<file path="src/rtl/matrix_scan_driver.sv">
// Self-timed LED matrix scanner: column ring, dwell/blanking timing and a
// double-buffered frame store loaded through a valid/ready handshake.
module matrix_scan_driver #(
  parameter int COLS           = 5,
  parameter int ROWS           = 7,
  parameter int DWELL          = 1000,
  parameter int BLANK          = 8,
  parameter int ROW_ACTIVE_LOW = 0
) (
  input  logic                 clk,
  input  logic                 reset,
  input  logic                 enable,
  input  logic                 load_valid,
  output logic                 load_ready,
  input  logic [COLS*ROWS-1:0] load_frame,
  output logic [COLS-1:0]      m_col,
  output logic [ROWS-1:0]      m_row,
  output logic                 frame_done
);

  localparam int MAX_DB     = (DWELL > BLANK) ? DWELL : BLANK;
  localparam int MAX_V      = (MAX_DB > COLS) ? MAX_DB : COLS;
  localparam int CNT_W      = $clog2(MAX_V + 1);
  localparam int BLANK_LAST = (BLANK > 0) ? BLANK - 1 : 0;
  localparam int DWELL_LAST = DWELL - 1;
  localparam logic [ROWS-1:0] ROW_OFF = (ROW_ACTIVE_LOW != 0) ? '1 : '0;

  typedef enum logic [1:0] {
    ST_IDLE,
    ST_BLANK,
    ST_SHOW
  } state_t;

  state_t                 state, state_n;
  logic [CNT_W-1:0]       cnt, cnt_n;
  logic [CNT_W-1:0]       col_idx, col_n;
  logic                   frame_end;
  logic [COLS*ROWS-1:0]   active, shadow;
  logic                   shadow_full;
  logic                   showing;
  logic [COLS-1:0]        col_onehot;
  logic [ROWS-1:0]        col_pixels;

  assign load_ready = !shadow_full;
  assign showing    = enable && (state == ST_SHOW);
  assign col_onehot = COLS'(1) << col_idx;
  assign col_pixels = active[int'(col_idx)*ROWS +: ROWS];

  always_comb begin
    // NOTE: every signal gets a default first so no path leaves it unassigned (no latches).
    state_n   = state;
    cnt_n     = cnt;
    col_n     = col_idx;
    frame_end = 1'b0;
    if (!enable) begin
      state_n = ST_IDLE;
      cnt_n   = '0;
      col_n   = '0;
    end else begin
      unique case (state)
        ST_IDLE: begin
          state_n = ST_BLANK;
          cnt_n   = '0;
          col_n   = '0;
        end
        ST_BLANK: begin
          // With BLANK=0 the counter is already 0 here, so the state lasts one cycle.
          if (cnt == CNT_W'(BLANK_LAST)) begin
            state_n = ST_SHOW;
            cnt_n   = '0;
          end else begin
            cnt_n = cnt + 1'b1;
          end
        end
        ST_SHOW: begin
          if (cnt == CNT_W'(DWELL_LAST)) begin
            state_n = ST_BLANK;
            cnt_n   = '0;
            if (col_idx == CNT_W'(COLS - 1)) begin
              col_n     = '0;
              frame_end = 1'b1;
            end else begin
              col_n = col_idx + 1'b1;
            end
          end else begin
            cnt_n = cnt + 1'b1;
          end
        end
        default: state_n = ST_IDLE;
      endcase
    end
  end

  always_ff @(posedge clk) begin
    if (reset) begin
      state       <= ST_IDLE;
      cnt         <= '0;
      col_idx     <= '0;
      // NOTE: frame buffers are reset too, so a restart shows a dark image and drops any pending frame.
      active      <= '0;
      shadow      <= '0;
      shadow_full <= 1'b0;
      m_col       <= '0;
      m_row       <= ROW_OFF;
      frame_done  <= 1'b0;
    end else begin
      // NOTE: non-blocking assignments so every register samples pre-edge values.
      state      <= state_n;
      cnt        <= cnt_n;
      col_idx    <= col_n;
      frame_done <= frame_end;
      m_col      <= showing ? col_onehot : '0;
      m_row      <= showing ? (col_pixels ^ ROW_OFF) : ROW_OFF;
      // Swap only at a frame boundary; a pending shadow blocks new loads until then.
      if (frame_end && shadow_full) begin
        active      <= shadow;
        shadow_full <= 1'b0;
      end else if (load_valid && !shadow_full) begin
        shadow      <= load_frame;
        shadow_full <= 1'b1;
      end
    end
  end

endmodule

</file>
<file path="config.mk">
export PLATFORM = sky130hd
export DESIGN_NAME = matrix_scan_driver
export DESIGN_NICKNAME = d
export VERILOG_FILES = /design/src/rtl/matrix_scan_driver.sv
export SDC_FILE = /design/constraint.sdc
export NUM_CORES = 1
export LEC_CHECK = 0
export CAP_MARGIN = 15
export CORE_MARGIN = 8
export CORE_UTILIZATION = 30
export CTS_CLUSTER_SIZE = 12
export DETAILED_ROUTE_END_ITERATION = 8
export GPL_TIMING_DRIVEN = 1
export PLACE_DENSITY = 0.45
export SETUP_SLACK_MARGIN = 0.4
export SYNTH_ARGS = -nofsm -noshare
export SYNTH_HDL_FRONTEND = slang
export SYNTH_SLANG_ARGS = --single-unit
</file>
<file path="constraint.sdc">
create_clock -name clk -period 6 [get_ports clk]
set_input_delay 1.8 -clock clk [delete_from_list [all_inputs] [get_ports clk]]
set_output_delay 1.8 -clock clk [all_outputs]
set_load 0.05 [all_outputs]
</file>
==> results of run 1 <==
[routing by layer]
metal  up-vias  share of wire [%]
met5         -                  0
met4         0                1.4
met3         9                4.3
met2        59                 47
met1      1708                 47
li1       1837                  -
[metrics by stage]
stage          setup slack [ns]  utilization (%)  instances
3_5_place_dp               2.35             34.4        756
5_1_grt                    2.45             36.5        773
4_1_cts                    2.51             36.4        772
6_report                   2.53             36.5        773
3_3_place_gp               2.45             34.4        756
2_1_floorplan              2.95                -        522
[power by group]
part | switching, W | internal [W] | total (W)
registers | 0.00000895 | 0.000718 | 0.000727
clock network | 0.000276 | 0.000340 | 0.000616
logic | 0.0000471 | 0.0000469 | 0.0000940
total | 0.000332 | 0.00110 | 0.00144
[final cells by class]
class	instances	area [sq um]	area share, %
multi-input cells	368	2490	42.9
flip-flops and latches	106	2120	36.6
repair buffers	57	573	9.88
well taps	216	270	4.66
clock buffers	10	239	4.12
clock inverters	6	71.3	1.23
inverters	10	37.5	0.647
[final timing paths]
path,from,end,slack (ns),depth (start not counted)
worst max register to register,cnt[0],active[21],3.60,7
worst min register to register,shadow[29],shadow[29],0.45,2
worst max-delay path,shadow_full,load_ready,2.53,2
worst min-delay path,shadow[29],shadow[29],0.45,2
[state kept, by name (all words and copies together), names as in the netlist, 2 cells and up]
register,flops
m_row,7
col_idx,10
state,2
cnt,10
shadow,35
active,35
m_col,5
[cells in the final DEF, fill, tap and decap left out, types with 2 or more instances in the layout]
cell type,synthesis,final
inv_1,10,10
o211ai_1,2,2
clkbuf_16,0,9
nand4b_1,4,4
mux4_2,7,7
nand2b_1,31,31
nor4_4,2,2
nor3_1,5,5
xor2_1,3,3
clkdlybuf4s50_1,0,51
a31oi_1,8,8
nand4_1,10,10
or2b_2,30,30
inv_6,0,2
and4_1,3,3
and2_1,3,3
a22oi_1,7,7
nand2_1,85,85
and3_1,5,5
nor4_1,4,4
or2b_1,10,10
buf_4,1,4
xnor2_1,4,4
a21oi_1,44,44
o21ai_0,6,6
a41oi_1,4,4
or3_1,4,4
nor3b_1,2,2
ha_1,7,7
nor2b_1,4,3
nand3_1,4,4
nor2b_2,1,2
nor2_1,21,21
o31ai_1,2,2
dfxtp_1,106,106
mux2i_1,35,35
[kinds of logic (layout without fill, tap and decap cells)]
kind of cell	Yosys count	in the layout
simple gates	235	235
buf+inv	48	83
xor+xnor	7	7
fa+ha+maj	7	7
compound gates	77	77
flops	106	106
mux	42	42
[worst max-delay path, delay by kind of cell, from the launching register on]
kind                   cells  cell delay [ns]
flip-flops                 1             0.40
buffers and inverters      2             0.91
==> reports/results.tsv, run 1 <==
stage	metric	value	unit
critical_path	start_kind	register	
clock_tree	h-tree-depth	3	
sta	finalSetupViolations	0	
critical_path	arrival	1.67	ns
floorplan	die_area	20600	sq um
clock_tree	tritoncts	yes	
logic_synthesis	ys_top_cells_by_area	dfxtp_1 44%, mux2i_1 7.2%, nand2_1 6.6%	
sta	worst_pin_slew	0.891	ns
global_routing	grt_max_degree	107	
critical_path	crit_chain	inv_1, clkdlybuf4s50_1	
sta	hold_ws	0.451	ns
clock_tree	ctsLongestPathBuffers	2	
placement	gp_congestion	0.818	
detailed_routing	drc	0	
logic_synthesis	ys_seq_area_share	43.6	%
logic_synthesis	synth_top_family_by_area	simple AND/OR/NAND/NOR gates	
logic_synthesis	synth_most_common_cell	dfxtp_1	
power_and_ir_drop	power_density	248	nW/um^2
logic_synthesis	yosysUniqueCellTypes	50	
floorplan	start_util	30.6	%
floorplan	die_h	143	microns
floorplan	pin_count	53	
logic_synthesis	syn_nets	568	
logic_synthesis	yosys.area_share.adder	1.80	%
floorplan	fp.coreArea	15900	sq um
global_routing	met1_usage	14.1	%
logic_synthesis	synth_commonest_cells	106 x dfxtp_1, 85 x nand2_1, 44 x a21oi_1	
detailed_routing	firstDrtPassIters	4	
global_routing	grt_use_met2	19.6	%
clock_tree	clock-sinks	106	
sta	hold_viol_final	0	
logic_synthesis	yosysWarnings	0	
critical_path	crit_required	4.20	ns
logic_synthesis	synth-main-ff-cell	dfxtp_1	
global_routing	grt_pass1_wl	19.1	mm
logic_synthesis	ys_ff_latch	106	
detailed_routing	totalWireLength	11.4	mm
power_and_ir_drop	vdd_drop_max	0.143	mV
sta	slew_headroom	40.6	%
clock_tree	numCtsBuffers	9	
detailed_routing	drtAntennaViolNets	0	
clock_tree	clkTransAtPathRegs	0.07	ns
global_routing	antenna_found_initial	0	
outcome	status	complete, no violations	
detailed_routing	via_per_inst	4.67	
clock_tree	cts_root_buffer	clkbuf_16	
floorplan	die_w	143	microns
placement	dp_hpwl	7.94	mm
detailed_routing	drtIter0Drc	204	
logic_synthesis	async_flop_share	0	%
placement	placed_area	5460	sq um
sta	slew_violations	0	
clock_tree	clkLatencyLatePin	0.35	ns
logic_synthesis	synthSimpleGateAreaFrac	28.1	%
finish	postLayoutCellArea	5800	sq um
finish	n_antenna_cell	0	
logic_synthesis	synth_cells	522	
power_and_ir_drop	p_total	0.00144	W
logic_synthesis	synth_xor_area_share	1.26	%
sta	period_share	57.8	%
worst_hold_path	min_path_type	reg2reg	
critical_path	cp_slowest_cell	clkdlybuf4s50_1	
logic_synthesis	synth_top_area_cell	dfxtp_1	
sta	rsz0062_at_grt	no	
detailed_routing	wire_per_inst	14.7	microns
logic_synthesis	synth_compound_area_share	9.51	%
detailed_routing	vias	3613	
global_routing	grt_overflow_total	0	
logic_synthesis	muxShareOfSynthArea	10.4	%
power_and_ir_drop	p_leak	1.89	nW
critical_path	critical_path.max_fanout	4	
finish	area_delta_synth_final	19.2	%
job	maxCapViolCount	0	
sta	clock_skew	0.00842	ns
logic_synthesis	avgSynthCellArea	9.32	sq um
global_routing	track_usage	11.8	%
critical_path	max_stage_delay	0.81	ns
logic_synthesis	syn-cell-area	4870	sq um
clock_tree	cts_post_setup_buffers_inserted	0	
sta	max_freq	288	MHz
finish	drive_gt1_share	12.6	%
logic_synthesis	post-synth-top-area-fraction	43.6	%
finish	nFillCells	1657	
logic_synthesis	synth_edf_count	0	
sta	tns	0	ns
clock_tree	cts_resized	0	
finish	nNetsFinal	598	
global_routing	grt-busiest-layer	met2	
critical_path	worstSetupPathType	reg2out	
clock_tree	ctsHoldBuffers	0	
placement	port_buffers	52	
global_routing	met3_usage	3.95	%
global_routing	grt_pass1_vias	3731	
floorplan	core.rowCount	46	
sta	post-route-min-period	3.47	ns
critical_path	setup.worst_path.end_class	output port	
Note: power is estimated with default switching activity, not from simulation.
==> run 2, diff against run 1 <==
--- a/config.mk
+++ b/config.mk
@@ -11,7 +11,7 @@
 export CTS_CLUSTER_SIZE = 12
 export DETAILED_ROUTE_END_ITERATION = 8
 export GPL_TIMING_DRIVEN = 1
-export PLACE_DENSITY = 0.45
+export PLACE_DENSITY = 0.46
 export SETUP_SLACK_MARGIN = 0.4
 export SYNTH_ARGS = -nofsm -noshare
 export SYNTH_HDL_FRONTEND = slang
==> constraint.sdc (replaced) <==
create_clock -name clk -period 2.9 [get_ports clk]
set_input_delay 0.87 -clock clk [delete_from_list [all_inputs] [get_ports clk]]
set_output_delay 0.87 -clock clk [all_outputs]
set_load 0.05 [all_outputs]
==> reports/results.tsv, run 2 (synthesized netlist as in run 1, its figures left out) <==
stage	metric	value	unit	change
power_and_ir_drop	p_leak	1.89	nW	about the same
global_routing	grt_pass1_vias	3540		was 3731
floorplan	die_w	143	microns	unchanged
critical_path	critical_path.max_fanout	1		was 4
finish	area_delta_synth_final	19.0	%	was 19.2%
critical_path	start_kind	register		unchanged
clock_tree	tritoncts	yes		unchanged
critical_path	ff2ff_setup_slack	0.69	ns	was 3.60 ns
sta	worst_pin_slew	0.903	ns	was 0.891 ns
critical_path	max_stage_delay	0.82	ns	was 0.81 ns
detailed_routing	via_per_inst	4.62		was 4.67
detailed_routing	drtAntennaViolNets	0		unchanged
critical_path	worst-r2r-cell-count	7		unchanged
sta	tns	0	ns	unchanged
finish	n_antenna_cell	0		unchanged
floorplan	core.rowCount	46		unchanged
worst_hold_path	min_path_type	reg2reg		unchanged
sta	slew_headroom	39.8	%	was 40.6%
floorplan	pin_count	53		unchanged
clock_tree	clock-sinks	106		unchanged
floorplan	start_util	30.6	%	unchanged
clock_tree	clkLatencyLatePin	0.35	ns	about the same
finish	most-common-layout-cells	106 x dfxtp_1, 85 x nand2_1, 50 x clkdlybuf4s50_1, 44 x a21oi_1, 35 x mux2i_1		was 106 x dfxtp_1, 85 x nand2_1, 51 x clkdlybuf4s50_1, 44 x a21oi_1, 35 x mux2i_1
detailed_routing	firstDrtPassIters	4		unchanged
finish	final_common_cell	dfxtp_1		unchanged
global_routing	antenna_found_initial	0		unchanged
global_routing	grt_overflow_total	0		unchanged
critical_path	crit_family	buffers and inverters		unchanged
clock_tree	ctsLongestPathBuffers	2		unchanged
critical_path	worstSetupPathType	reg2out		unchanged
detailed_routing	vias	3579		was 3613
finish	nNetsFinal	600		was 598
global_routing	grt_pass1_wl	17.7	mm	was 19.1 mm
floorplan	fp.coreArea	15900	sq um	unchanged
placement	gp_congestion	0.737		was 0.818
sta	hold_viol_final	0		unchanged
detailed_routing	drtIter0Drc	205		was 204
finish	nFillCells	1696		was 1657
detailed_routing	drc	0		unchanged
sta	period_share	81.9	%	
critical_path	worstSetupStartpoint	m_row[4]		was shadow_full
finish	register_area	2120	sq um	unchanged
worst_hold_path	hold_depth	2		unchanged
sta	slew_violations	0		unchanged
global_routing	track_usage	10.9	%	was 11.8%
sta	rsz0062_at_grt	no		unchanged
detailed_routing	totalWireLength	11.0	mm	was 11.4 mm
sta	hold_ws	0.452	ns	was 0.451 ns
sta	finalSetupViolations	0		unchanged
critical_path	arrival	1.51	ns	was 1.67 ns
clock_tree	h-tree-depth	3		unchanged
critical_path	r2r-end	active[28]		was active[21]
sta	max_freq	421	MHz	
job	maxCapViolCount	0		unchanged
clock_tree	cts_root_buffer	clkbuf_16		unchanged
floorplan	die_h	143	microns	unchanged
sta	clock_skew	0.00901	ns	was 0.00842 ns
critical_path	crit_path_end	m_row[4]		was load_ready
placement	dp_hpwl	7.76	mm	was 7.94 mm
finish	utilization	36.5	%	about the same
critical_path	cp_slowest_cell	clkdlybuf4s50_1		unchanged
placement	port_buffers	52		unchanged
critical_path	crit_required	2.03	ns	was 4.20 ns
critical_path	crit_cells	1		was 2
critical_path	setup.worst_path.end_class	output port		unchanged
power_and_ir_drop	power_density	506	nW/um^2	was 248 nW/um^2
critical_path	crit_chain	clkdlybuf4s50_1		was inv_1, clkdlybuf4s50_1
power_and_ir_drop	p_total	0.00293	W	was 0.00144 W
finish	drive_gt1_share	12.4	%	was 12.6%
critical_path	path_buf_inv	1		was 2
clock_tree	clkTransAtPathRegs	0.07	ns	about the same
power_and_ir_drop	vdd_drop_max	0.272	mV	was 0.143 mV
critical_path	r2r_start	cnt[0]		unchanged
global_routing	grt_max_degree	107		unchanged
clock_tree	numCtsBuffers	9		unchanged
detailed_routing	wire_per_inst	14.2	microns	was 14.7 microns
finish	top_regs	active x35, shadow x35		unchanged
outcome	status	complete, no violations		unchanged
floorplan	die_area	20600	sq um	unchanged
sta	post-route-min-period	2.38	ns	
finish	multi_input_area	2490	sq um	unchanged
==> run 2: repair_timing <==
action | CTS | global route
buffers inserted | 0 | 0
gates resized for setup | 1 | 0
hold buffers | 0 | 0
setup endpoints to repair | 1 | 0
==> run 2: stage by stage <==
stage                     std cells  setup slack [ns]  cell area [sq um]
after floorplan                 522             0.778               4870
after global placement          759             0.600               5500
after detailed placement        759             0.553               5500
after CTS                       774             0.503               5790
after global routing            774             0.457               5790
final                           774             0.525               5790
==> run 2: layer usage <==
metal	routed length (microns)	vias up	track usage, %
li1	-	1841	-
met1	5360	1671	14.0
met2	5030	60	17.3
met3	488	7	3.82
met4	82	0	2.16
met5	0	-	0
==> run 2: report_power, final <==
part | leakage, nW | internal (W) | switching (W)
clock | 0.143 | 0.000694 | 0.000541
sequential | 0.859 | 0.00149 | 0.0000177
combinational | 0.883 | 0.0000955 | 0.0000954
==> run 2: final cells by class <==
type	count	share of cell area, %
Clock buffer	12	4.26
Timing Repair Buffer	59	10.0
Tap cell	216	4.67
Inverter	10	0.648
Sequential cell	106	36.6
Multi-Input combinational cell	368	43.0
Clock inverter	3	0.821
==> run 2: how the worst min path moves through the flow <==
stage / startpoint / to / slack [ns]
6_report: shadow[22] / shadow[22] / 0.45
5_1_grt: shadow[4] / shadow[4] / 0.47
4_1_cts: shadow[23] / shadow[23] / 0.46
3_5_place_dp: shadow[23] / shadow[23] / 0.45
3_3_place_gp: shadow[4] / shadow[4] / 0.44
2_1_floorplan: shadow[24] / shadow[24] / 0.43
